**src/rtl/hazard_scoreboard_pkg.sv**
```systemverilog
// Shared types and codes for the ID-stage hazard scoreboard.
package hazard_scoreboard_pkg;

  localparam int unsigned SB_REG_AW = 5;
  localparam int unsigned SB_T_W    = 2;

  localparam logic [1:0] FWD_GRF = 2'd0;
  localparam logic [1:0] FWD_E   = 2'd1;
  localparam logic [1:0] FWD_M   = 2'd2;
  localparam logic [1:0] FWD_W   = 2'd3;

  localparam logic [SB_T_W-1:0] TUSE_NONE = 2'd3;
  localparam logic [SB_T_W-1:0] TNEW_ALU  = 2'd1;
  localparam logic [SB_T_W-1:0] TNEW_LW   = 2'd2;

  typedef struct packed {
    logic                 valid;
    logic [SB_REG_AW-1:0] dst;
    logic [SB_T_W-1:0]    tnew;
  } sb_entry_t;

  function automatic logic [SB_T_W-1:0] tnew_dec(logic [SB_T_W-1:0] t);
    return (t == '0) ? '0 : t - 1'b1;
  endfunction

endpackage

```
**src/rtl/scoreboard_entry.sv**
```systemverilog
// One registered scoreboard entry: optional saturating Tnew decrement on load,
// or a bubble load that clears the entry.
module scoreboard_entry
  import hazard_scoreboard_pkg::*;
#(
  parameter bit DECREMENT = 1'b1
) (
  input  logic      clk,
  input  logic      reset,
  input  logic      bubble,
  input  sb_entry_t d,
  output sb_entry_t q
);

  sb_entry_t q_d;

  always_comb begin
    q_d = d;
    if (DECREMENT) q_d.tnew = tnew_dec(d.tnew);
    if (bubble) q_d = '0;
  end

  always_ff @(posedge clk or negedge reset) begin
    if (!reset) begin
      q <= '0;
    end else begin
      q <= q_d;
    end
  end

endmodule

```
**src/rtl/hazard_scoreboard.sv**
```systemverilog
// ID-stage hazard scoreboard: E/M/W Tnew tracking, stall and forward selects.
// Define HAZARD_STATS_EN to add the 32-bit stall_count output.
module hazard_scoreboard
  import hazard_scoreboard_pkg::*;
#(
  parameter int unsigned REG_AW = SB_REG_AW,
  parameter int unsigned T_W    = SB_T_W
) (
  input  logic              clk,
  input  logic              reset,
  input  logic [REG_AW-1:0] id_rs,
  input  logic [REG_AW-1:0] id_rt,
  input  logic [T_W-1:0]    id_tuse_rs,
  input  logic [T_W-1:0]    id_tuse_rt,
  input  logic [REG_AW-1:0] id_dst,
  input  logic              id_we,
  input  logic [T_W-1:0]    id_tnew,
  output logic              stall,
  output logic [1:0]        fwd_rs_sel,
  output logic [1:0]        fwd_rt_sel,
  output logic [T_W-1:0]    e_tnew,
  output logic [T_W-1:0]    m_tnew
`ifdef HAZARD_STATS_EN
  ,
  output logic [31:0]       stall_count
`endif
);

  sb_entry_t e_in, e_q, m_q, w_q;

  function automatic logic hit(sb_entry_t s, logic [SB_REG_AW-1:0] r);
    return s.valid && (s.dst == r) && (r != '0);
  endfunction

  function automatic logic hazard(sb_entry_t e, sb_entry_t m, sb_entry_t w,
                                  logic [SB_REG_AW-1:0] r, logic [SB_T_W-1:0] t);
    return (hit(e, r) && (e.tnew > t)) || (hit(m, r) && (m.tnew > t)) ||
           (hit(w, r) && (w.tnew > t));
  endfunction

  // Only the youngest match may forward; a not-yet-ready young match blocks older ones.
  function automatic logic [1:0] fwd_sel(sb_entry_t e, sb_entry_t m, sb_entry_t w,
                                         logic [SB_REG_AW-1:0] r);
    if (hit(e, r)) return (e.tnew == '0) ? FWD_E : FWD_GRF;
    if (hit(m, r)) return (m.tnew == '0) ? FWD_M : FWD_GRF;
    if (hit(w, r)) return (w.tnew == '0) ? FWD_W : FWD_GRF;
    return FWD_GRF;
  endfunction

  always_comb begin
    e_in.valid = id_we && (id_dst != '0);
    e_in.dst   = id_dst;
    e_in.tnew  = id_tnew;
  end

  scoreboard_entry #(
    .DECREMENT (1'b0)
  ) u_entry_e (
    .clk    (clk),
    .reset  (reset),
    .bubble (stall),
    .d      (e_in),
    .q      (e_q)
  );

  scoreboard_entry #(
    .DECREMENT (1'b1)
  ) u_entry_m (
    .clk    (clk),
    .reset  (reset),
    .bubble (1'b0),
    .d      (e_q),
    .q      (m_q)
  );

  scoreboard_entry #(
    .DECREMENT (1'b1)
  ) u_entry_w (
    .clk    (clk),
    .reset  (reset),
    .bubble (1'b0),
    .d      (m_q),
    .q      (w_q)
  );

  always_comb begin
    stall      = hazard(e_q, m_q, w_q, id_rs, id_tuse_rs) ||
                 hazard(e_q, m_q, w_q, id_rt, id_tuse_rt);
    fwd_rs_sel = fwd_sel(e_q, m_q, w_q, id_rs);
    fwd_rt_sel = fwd_sel(e_q, m_q, w_q, id_rt);
    e_tnew     = e_q.tnew;
    m_tnew     = m_q.tnew;
  end

`ifdef HAZARD_STATS_EN
  always_ff @(posedge clk or negedge reset) begin
    if (!reset) begin
      stall_count <= '0;
    end else if (stall) begin
      stall_count <= stall_count + 32'd1;
    end
  end
`endif

endmodule

```
**config.mk**
```make
export PLATFORM = sky130hd
export DESIGN_NAME = hazard_scoreboard
export DESIGN_NICKNAME = d
export VERILOG_FILES = /design/src/rtl/hazard_scoreboard_pkg.sv /design/src/rtl/scoreboard_entry.sv /design/src/rtl/hazard_scoreboard.sv
export SDC_FILE = /design/constraint.sdc
export NUM_CORES = 1
export LEC_CHECK = 0
export CAP_MARGIN = 25
export CELL_PAD_IN_SITES_DETAIL_PLACEMENT = 0
export CELL_PAD_IN_SITES_GLOBAL_PLACEMENT = 2
export CORE_UTILIZATION = 31
export DETAILED_ROUTE_END_ITERATION = 7
export MAX_ROUTING_LAYER = met4
export PLACE_DENSITY = 0.78
export SLEW_MARGIN = 20
export SYNTH_ARGS = -nofsm -noshare
export SYNTH_HDL_FRONTEND = slang
export SYNTH_SLANG_ARGS = --single-unit
```
**constraint.sdc**
```tcl
create_clock -name clk -period 2.2 [get_ports clk]
set_input_delay 0.33 -clock clk [delete_from_list [all_inputs] [get_ports clk]]
set_output_delay 0.33 -clock clk [all_outputs]
set_load 0.03 [all_outputs]
```
==> results of run 1 <==
==> registers in the layout, indices dropped and copies added (netlist names) <==
register	flops
u_entry_e.q	8
u_entry_m.q	8
u_entry_w.q	8
==> power by group through the flow <==
stage	clock [mW]	sequential (mW)	combinational, mW
2_1_floorplan	0	0.507	0.143
3_3_place_gp	0	0.519	0.261
3_5_place_dp	0	0.520	0.267
4_1_cts	0.302	0.511	0.283
5_1_grt	0.336	0.517	0.320
6_report	0.295	0.511	0.289
==> per-layer routing <==
layer	GRT usage [%]	vias to the layer above	part of all wire, %
li1	-	615	-
met2	27.2	16	52
met4	5.33	0	1.4
met5	-	-	0
met3	1.69	4	1.6
met1	21.5	598	45
==> worst paths after layout <==
check / from / endpoint / slack (ns)
worst min-delay path: reset / u_entry_m.q[6]$_DFF_PN0_ / 0.41
worst max-delay path: u_entry_m.q[6]$_DFF_PN0_ / fwd_rs_sel[1] / -0.21
worst max register to register: u_entry_m.q[6]$_DFF_PN0_ / u_entry_e.q[7]$_DFF_PN0_ / 0.22
worst min register to register: u_entry_e.q[7]$_DFF_PN0_ / u_entry_m.q[7]$_DFF_PN0_ / 0.42
min in group clk: u_entry_e.q[7]$_DFF_PN0_ / u_entry_m.q[7]$_DFF_PN0_ / 0.42
max in group asynchronous: reset / u_entry_w.q[4]$_DFF_PN0_ / 1.56
==> layout make-up <==
cell class / instances / area, sq um
Fill cell: 425 / 2280
Sequential cell: 24 / 601
Clock buffer: 4 / 55.1
Multi-Input combinational cell: 104 / 901
Inverter: 16 / 60.1
Timing Repair Buffer: 57 / 515
Tap cell: 52 / 65.1
==> timing repair <==
action	4_1_cts	5_1_grt
setup endpoints to repair	5	5
resized for setup	44	8
hold buffers	0	0
buffers inserted	2	2
pin swaps	16	3
==> Yosys cell counts, types with 2 or more instances <==
master,n
sky130_fd_sc_hd__dfrtp_1,24
sky130_fd_sc_hd__inv_1,16
sky130_fd_sc_hd__xor2_1,16
sky130_fd_sc_hd__ha_1,12
sky130_fd_sc_hd__xnor2_1,11
sky130_fd_sc_hd__nor2_1,9
sky130_fd_sc_hd__a21oi_1,8
sky130_fd_sc_hd__nor2b_1,7
sky130_fd_sc_hd__nand4_1,5
sky130_fd_sc_hd__nor4_1,5
sky130_fd_sc_hd__buf_4,4
sky130_fd_sc_hd__o21ai_0,4
sky130_fd_sc_hd__nand2_1,3
sky130_fd_sc_hd__and2_1,2
sky130_fd_sc_hd__mux2i_1,2
sky130_fd_sc_hd__nand2b_1,2
sky130_fd_sc_hd__nand4b_1,2
sky130_fd_sc_hd__or3_1,2
==> cells by family after synthesis <==
kind of cell	after synthesis
and+or+nand+nor	45
xor gates and xnor gates	27
DFF	24
buffers and inverters	20
AOI/OAI and AO/OA	18
adders and majority gates	12
muxes	2
==> results.txt, run 1 <==
----------------------------------------------------
[Worst setup path]
  Top Family by Delay on Critical Path ... simple AND/OR/NAND/NOR gates
  Maximum single-stage delay on the critical path ... approximately 0.44 ns
  Critical Path Sink Type ... primary output
  Cell with the biggest individual delay on the critical path ... sky130_fd_sc_hd__dfrtp_1
  Arrival @ worst endpoint ... roughly 2.1 ns
  Class of the most critical setup path ... flop to primary output
  Critical path buffers and inverters ... 1
  CP cell instances ... xnor2_1 > nand4_1 > or4_4 > or3_4 > a21oi_2 > buf_6
  Critical path depth ... 6
  Startpoint Class ... flop
  CP Max Fanout ... 3
  Required time reported for the critical path endpoint ... 1.87 ns
  Logic depth of the worst register-to-register path ... 9

[Die]
  Width of the die ... 71.3 microns
  Initial cell density of the core ... between 30% and 40%
  Placeable core area ... 4470 sq um
  Chip Height ... a little over 70 microns
  Number of ports placed on the die boundary ... 33
  Site Rows ... 24
  Die area ... just over 5000 sq um

[Yosys]
  Count of unique library cells instantiated by Yosys ... 32
  Main area contributors after synthesis ... sky130_fd_sc_hd__dfrtp_1 (40%), sky130_fd_sc_hd__ha_1 (10%), sky130_fd_sc_hd__xor2_1 (9.4%)
  Fraction of the mapped netlist area in compound gates ... just under 8%
  Number of enable-type register cells in the synthesized netlist ... 0
  Yosys warnings ... 0
  Yosys top cell by area ... sky130_fd_sc_hd__dfrtp_1
  Post-Synthesis Net Count ... about 180
  Mapped Avg Cell Area ... 10.1 sq um
  FF+latch count, synth ... 24
  Dominant register cell in the synthesized netlist ... sky130_fd_sc_hd__dfrtp_1
  Xor and xnor area share after synthesis ... between 10% and 20%
  Post-Synthesis Cells ... about 150
  Combinational family with the most area after synthesis ... simple AND/OR/NAND/NOR gates
  Cell area after technology mapping ... between 1000 and 1500 sq um
  Proportion of synthesized flip-flops having asynchronous set or reset ... 100%
  Sequential share of the synthesized area ... 40.3%
  Post-synthesis share of cell area spent on full adders, half adders and majority gates ... about a tenth
  Area share of the largest cell type after synthesis ... 40.3%
  Mux share of post-synthesis cell area ... 1.34%
  Basic-gate share of the synthesized area counting and, or, nand and nor cells ... between 10% and 20%

[STA]
  Slew Limit Headroom ... between 60% and 70%
  Hold Violations, Final ... 0
  Final setup TNS ... -0.681 ns
  Worst setup skew after layout ... around 0.0030 ns
  Final Max Slew Viols ... 0
  Final worst path period need ... 2.41 ns
  Worst hold slack ... around 0.41 ns
  Transition time at the pin with the least slew margin ... about 0.47 ns
  Final Worst Setup Slack ... -0.214 ns
  Final critical-path share of the clock period ... 110%
  Setup repair after global routing missed its margin ... true
  Fmax achieved ... 0.414 GHz
  Setup violations, final ... 4

[CTS]
  Root buf cell ... sky130_fd_sc_hd__clkbuf_8
  Clock latency reported for the late side of the worst-skew pair ... between 0.2 and 0.3 ns
  Clock transition at path regs ... 0.08 ns
  Maximum level of the CTS H-tree ... 1
  Max Root-Sink Buffers ... 2
  CTS tree ... yes
  Total clock buffers created by CTS ... 3
  Number of clock sinks seen by CTS ... 24

[Global routing]
  Total gr overflow ... 0
  Number of antenna violations at the first check in global routing ... 0
  All-layer global routing usage ... about 17%
  Global-route wire length before repair ... ~6200 microns
  Pin count of the biggest net entering global routing ... 25
  Number of global-route vias before repair ... ~1300

[Cells and area]
  Final core utilization ... between 40 and 50%
  Fraction of final layout cells sized beyond drive strength 1 ... approximately 29%
  Number of diodes added for antenna fixing ... 0
  Most used cells in the layout excluding fill and tap cells ... sky130_fd_sc_hd__dfrtp_1 (24), sky130_fd_sc_hd__buf_4 (22), sky130_fd_sc_hd__clkdlybuf4s50_1 (17)
  Layout area overhead ... 47.6%
  Final nets ... 242
  Post-Layout Cell Count ... 257
  Post-route cell area ... about 2200 sq um
  Leading cell type in the layout, fill and taps excluded ... sky130_fd_sc_hd__dfrtp_1

[Placement]
  # placed instances ... 250
  Area post-placement ... 2000 sq um
  I/O Buffers ... 32
  HPWL after detailed placement ... about 3000 microns
  Placer's final routability congestion estimate ... about 0.91
  Worst slack at placement ... -0.382 ns

[Drt]
  Vias per inst ... between 4 and 5
  Drc violations ... 1
  Total routed wirelength ... 3670 microns
  Detail Route Antenna Nets ... 0
  Number of vias in the routed layout ... around 1200
  Post-DR wirelength/cell ... between 10 and 15 microns
  First-pass DRT Iterations ... 6
  DR iter-0 viols ... 29

[Pwr]
  Reported net switching power ... around 0.31 mW
  PD cells ... about 500 nW/um^2
  Max rail drop VDD ... roughly 0.00042 V
  Cell internal pwr ... roughly 0.78 mW
  Share of power burned in registers ... a little under half
  Share of power burned in combinational logic ... between 20% and 30%
  Fraction of power spent switching nets ... roughly 29%
  Leakage power total ... about 0.98 nW
  Clock share of power ... between 20% and 30%
  Total chip power ... ~1.1 mW

[Run]
  Total of max-cap violations ... 0

[Outcome]
  Violated checks ... DRC, setup timing
  Result of the run ... finished, violations left

[Worst hold path]
  Hold crit path type ... primary input to asynchronous set/reset pin

----------------------------------------------------
No activity file was read; power rests on OpenSTA's default activity.
==> inputs of run 2 (changes only) <==
Settings changed: CAP_MARGIN 25 to 40.
==> results of run 2 <==
Same layout as run 1: the final DEF is identical, and so are final timing and power.
==> inputs of run 3 (changes only) <==
Settings changed: RECOVER_POWER set to 100.
==> run 3 against run 2 <==
  * Worst hold slack improved by 0.0086 ns
  * Final area decreased by 0.28%
  * Largest power group unchanged
  * The flow still finishes with violations (DRC, setup timing)
  * Largest cell class unchanged
  * Cell count unchanged
  * Clock power about the same
  * Sequential cell count unchanged
  * Worst setup slack got worse by 0.0011 ns
  * Die area unchanged
  * Combinational power about the same
  * Critical path type unchanged
  * Count of clock-buffer cells in the layout unchanged
  * Power decreased by 0.22%
  * Clock skew increased by 0.00063 ns
==> results.txt, run 3 (same netlist as run 1, synthesis figures left out) <==
----------------------------------------------------
[STA]
  Final worst path period need ... between 2 and 2.5 ns
  Transition time at the pin with the least slew margin ... approximately 1.3 ns
  Slew Limit Headroom ... between 10% and 20%
  Setup violations, final ... 4
  Final Max Slew Viols ... 0
  Fmax achieved ... about 0.41 GHz
  Setup repair after global routing missed its margin ... true
  Worst hold slack ... between 0.4 and 0.5 ns
  Final Worst Setup Slack ... -0.215 ns
  Worst setup skew after layout ... between 0.003 and 0.004 ns
  Final critical-path share of the clock period ... 110%
  Hold Violations, Final ... 0

[Global routing]
  Pin count of the biggest net entering global routing ... 25
  Number of global-route vias before repair ... between 1000 and 1500
  Met2 GRT Util ... 27.2%
  Routing usage on met3 ... ~1.7%
  Total gr overflow ... 0
  Routing usage on met1 ... a little over a fifth
  Busiest layer in global routing ... met2
  All-layer global routing usage ... 16.5%
  Global-route wire length before repair ... roughly 6200 microns
  Number of antenna violations at the first check in global routing ... 0

[Outcome]
  Result of the run ... finished, violations left
  Violated checks ... DRC, setup timing

[CTS]
  Clock transition at path regs ... around 0.080 ns
  Maximum level of the CTS H-tree ... 1
  Count of hold buffers inserted by post-cts repair ... 0
  CTS tree ... yes
  Max Root-Sink Buffers ... 2
  Number of clock sinks seen by CTS ... 24
  Root buf cell ... sky130_fd_sc_hd__clkbuf_8
  Total clock buffers created by CTS ... 3
  Clock latency reported for the late side of the worst-skew pair ... 0.26 ns

[Die]
  Width of the die ... slightly above 70 microns
  Site Rows ... 24
  Chip Height ... 71.3 microns
  Placeable core area ... approximately 4500 sq um
  Initial cell density of the core ... about a third
  Number of ports placed on the die boundary ... 33
  Die area ... just over 5000 sq um

[Pwr]
  Leakage power total ... between 0.9 and 1 nW
  Max rail drop VDD ... 0.000394 V
  PD cells ... ~500 nW/um^2
  Total chip power ... between 1 and 1.5 mW

[Worst setup path]
  Cell with the biggest individual delay on the critical path ... sky130_fd_sc_hd__dfrtp_1
  CP cell instances ... xnor2_1 > nand4_1 > or4_4 > or3_4 > a21oi_2 > buf_6
  Arrival @ worst endpoint ... roughly 2.1 ns
  Class of the most critical setup path ... flop to primary output
  Critical Path Sink Type ... primary output
  CP Max Fanout ... 3
  Maximum single-stage delay on the critical path ... between 0.4 and 0.5 ns
  Startpoint Class ... flop
  Required time reported for the critical path endpoint ... 1.87 ns
  Critical path buffers and inverters ... 1
  Setup slack of the most critical reg-to-reg path ... 0.16 ns
  Top Family by Delay on Critical Path ... simple AND/OR/NAND/NOR gates

[Run]
  Total of max-cap violations ... 0

[Drt]
  Post-DR wirelength/cell ... around 14 microns
  Total routed wirelength ... between 3000 and 4000 microns
  DR iter-0 viols ... 29
  Vias per inst ... 4.80
  First-pass DRT Iterations ... 6
  Drc violations ... 1
  Number of vias in the routed layout ... ~1200
  Detail Route Antenna Nets ... 0

[Worst hold path]
  Hold crit path type ... flop to flop

[Cells and area]
  Most used cells in the layout excluding fill and tap cells ... sky130_fd_sc_hd__dfrtp_1 (24), sky130_fd_sc_hd__buf_4 (19), sky130_fd_sc_hd__inv_1 (16), sky130_fd_sc_hd__xor2_1 (16), sky130_fd_sc_hd__clkdlybuf4s50_1 (13)
  Number of diodes added for antenna fixing ... 0
  Leading cell type in the layout, fill and taps excluded ... sky130_fd_sc_hd__dfrtp_1
  Post-Layout Cell Count ... about 260
  Leading registers by flop count ... u_entry_e.q x8, u_entry_m.q x8, u_entry_w.q x8
  Layout area overhead ... 47.1%
  Final nets ... between 200 and 250
  Fraction of final layout cells sized beyond drive strength 1 ... approximately 28%

[Placement]
  Placer's final routability congestion estimate ... between 0.9 and 1
  Worst slack at placement ... -0.382 ns
  # placed instances ... between 200 and 300
  HPWL after detailed placement ... around 3000 microns
  I/O Buffers ... 32

----------------------------------------------------
run 3: final timing paths:
kind,cells past startpoint,from,endpoint
min in group asynchronous,2,reset,u_entry_m.q[6]$_DFF_PN0_
max reg2reg,9,u_entry_m.q[6]$_DFF_PN0_,u_entry_e.q[7]$_DFF_PN0_
min,0,u_entry_e.q[7]$_DFF_PN0_,u_entry_m.q[7]$_DFF_PN0_
max in group asynchronous,2,reset,u_entry_w.q[4]$_DFF_PN0_
min reg2reg,0,u_entry_e.q[7]$_DFF_PN0_,u_entry_m.q[7]$_DFF_PN0_
max,6,u_entry_m.q[6]$_DFF_PN0_,fwd_rs_sel[1]
run 3: worst register-to-register path, cell delays in order (launching register included):
cell	delay [ns]
sky130_fd_sc_hd__dfrtp_1	0.44
sky130_fd_sc_hd__xnor2_1	0.16
sky130_fd_sc_hd__nand4_1	0.11
sky130_fd_sc_hd__or4_4	0.43
sky130_fd_sc_hd__buf_4	0.15
sky130_fd_sc_hd__buf_6	0.11
sky130_fd_sc_hd__o22a_4	0.18
sky130_fd_sc_hd__nand3_4	0.09
sky130_fd_sc_hd__clkbuf_2	0.19
sky130_fd_sc_hd__nor2_1	0.06
run 3: stage by stage:
step,cell area (sq um),setup TNS (ns),utilization [%]
6_report,2190,-0.685,49.0
2_1_floorplan,1490,0,-
3_5_place_dp,2000,-3.03,44.6
4_1_cts,2150,-0.598,48.0
5_1_grt,2190,-1.30,49.0
3_3_place_gp,2000,-2.88,44.6
run 3: metal layers:
| layer | vias to the layer above | part of all wire, % | routed length (microns) |
|---|---|---|---|
| met3 | 4 | 1.6 | 59 |
| met2 | 16 | 52 | 1920 |
| met1 | 599 | 45 | 1640 |
| met4 | 0 | 1.4 | 52 |
| met5 | - | 0 | 0 |
| li1 | 615 | - | - |
run 3: report_power, final:
group	internal, mW	leakage, nW	switching, mW
combinational	0.148	0.659	0.138
clock	0.160	0.0288	0.137
sequential	0.473	0.288	0.0384
total	0.780	0.975	0.313
run 3: final cells by class:
| type | count | area [sq um] |
|---|---|---|
| Fill cell | 426 | 2280 |
| Sequential cell | 24 | 601 |
| Timing Repair Buffer | 57 | 509 |
| Clock buffer | 4 | 55.1 |
| Tap cell | 52 | 65.1 |
| Inverter | 16 | 60.1 |
| Multi-Input combinational cell | 104 | 901 |
run 3: repair_timing:
action                     4_1_cts  5_1_grt
gates resized for setup         44        8
setup endpoints to repair        5        5
buffers inserted                 2        2
pin swaps                       16        3
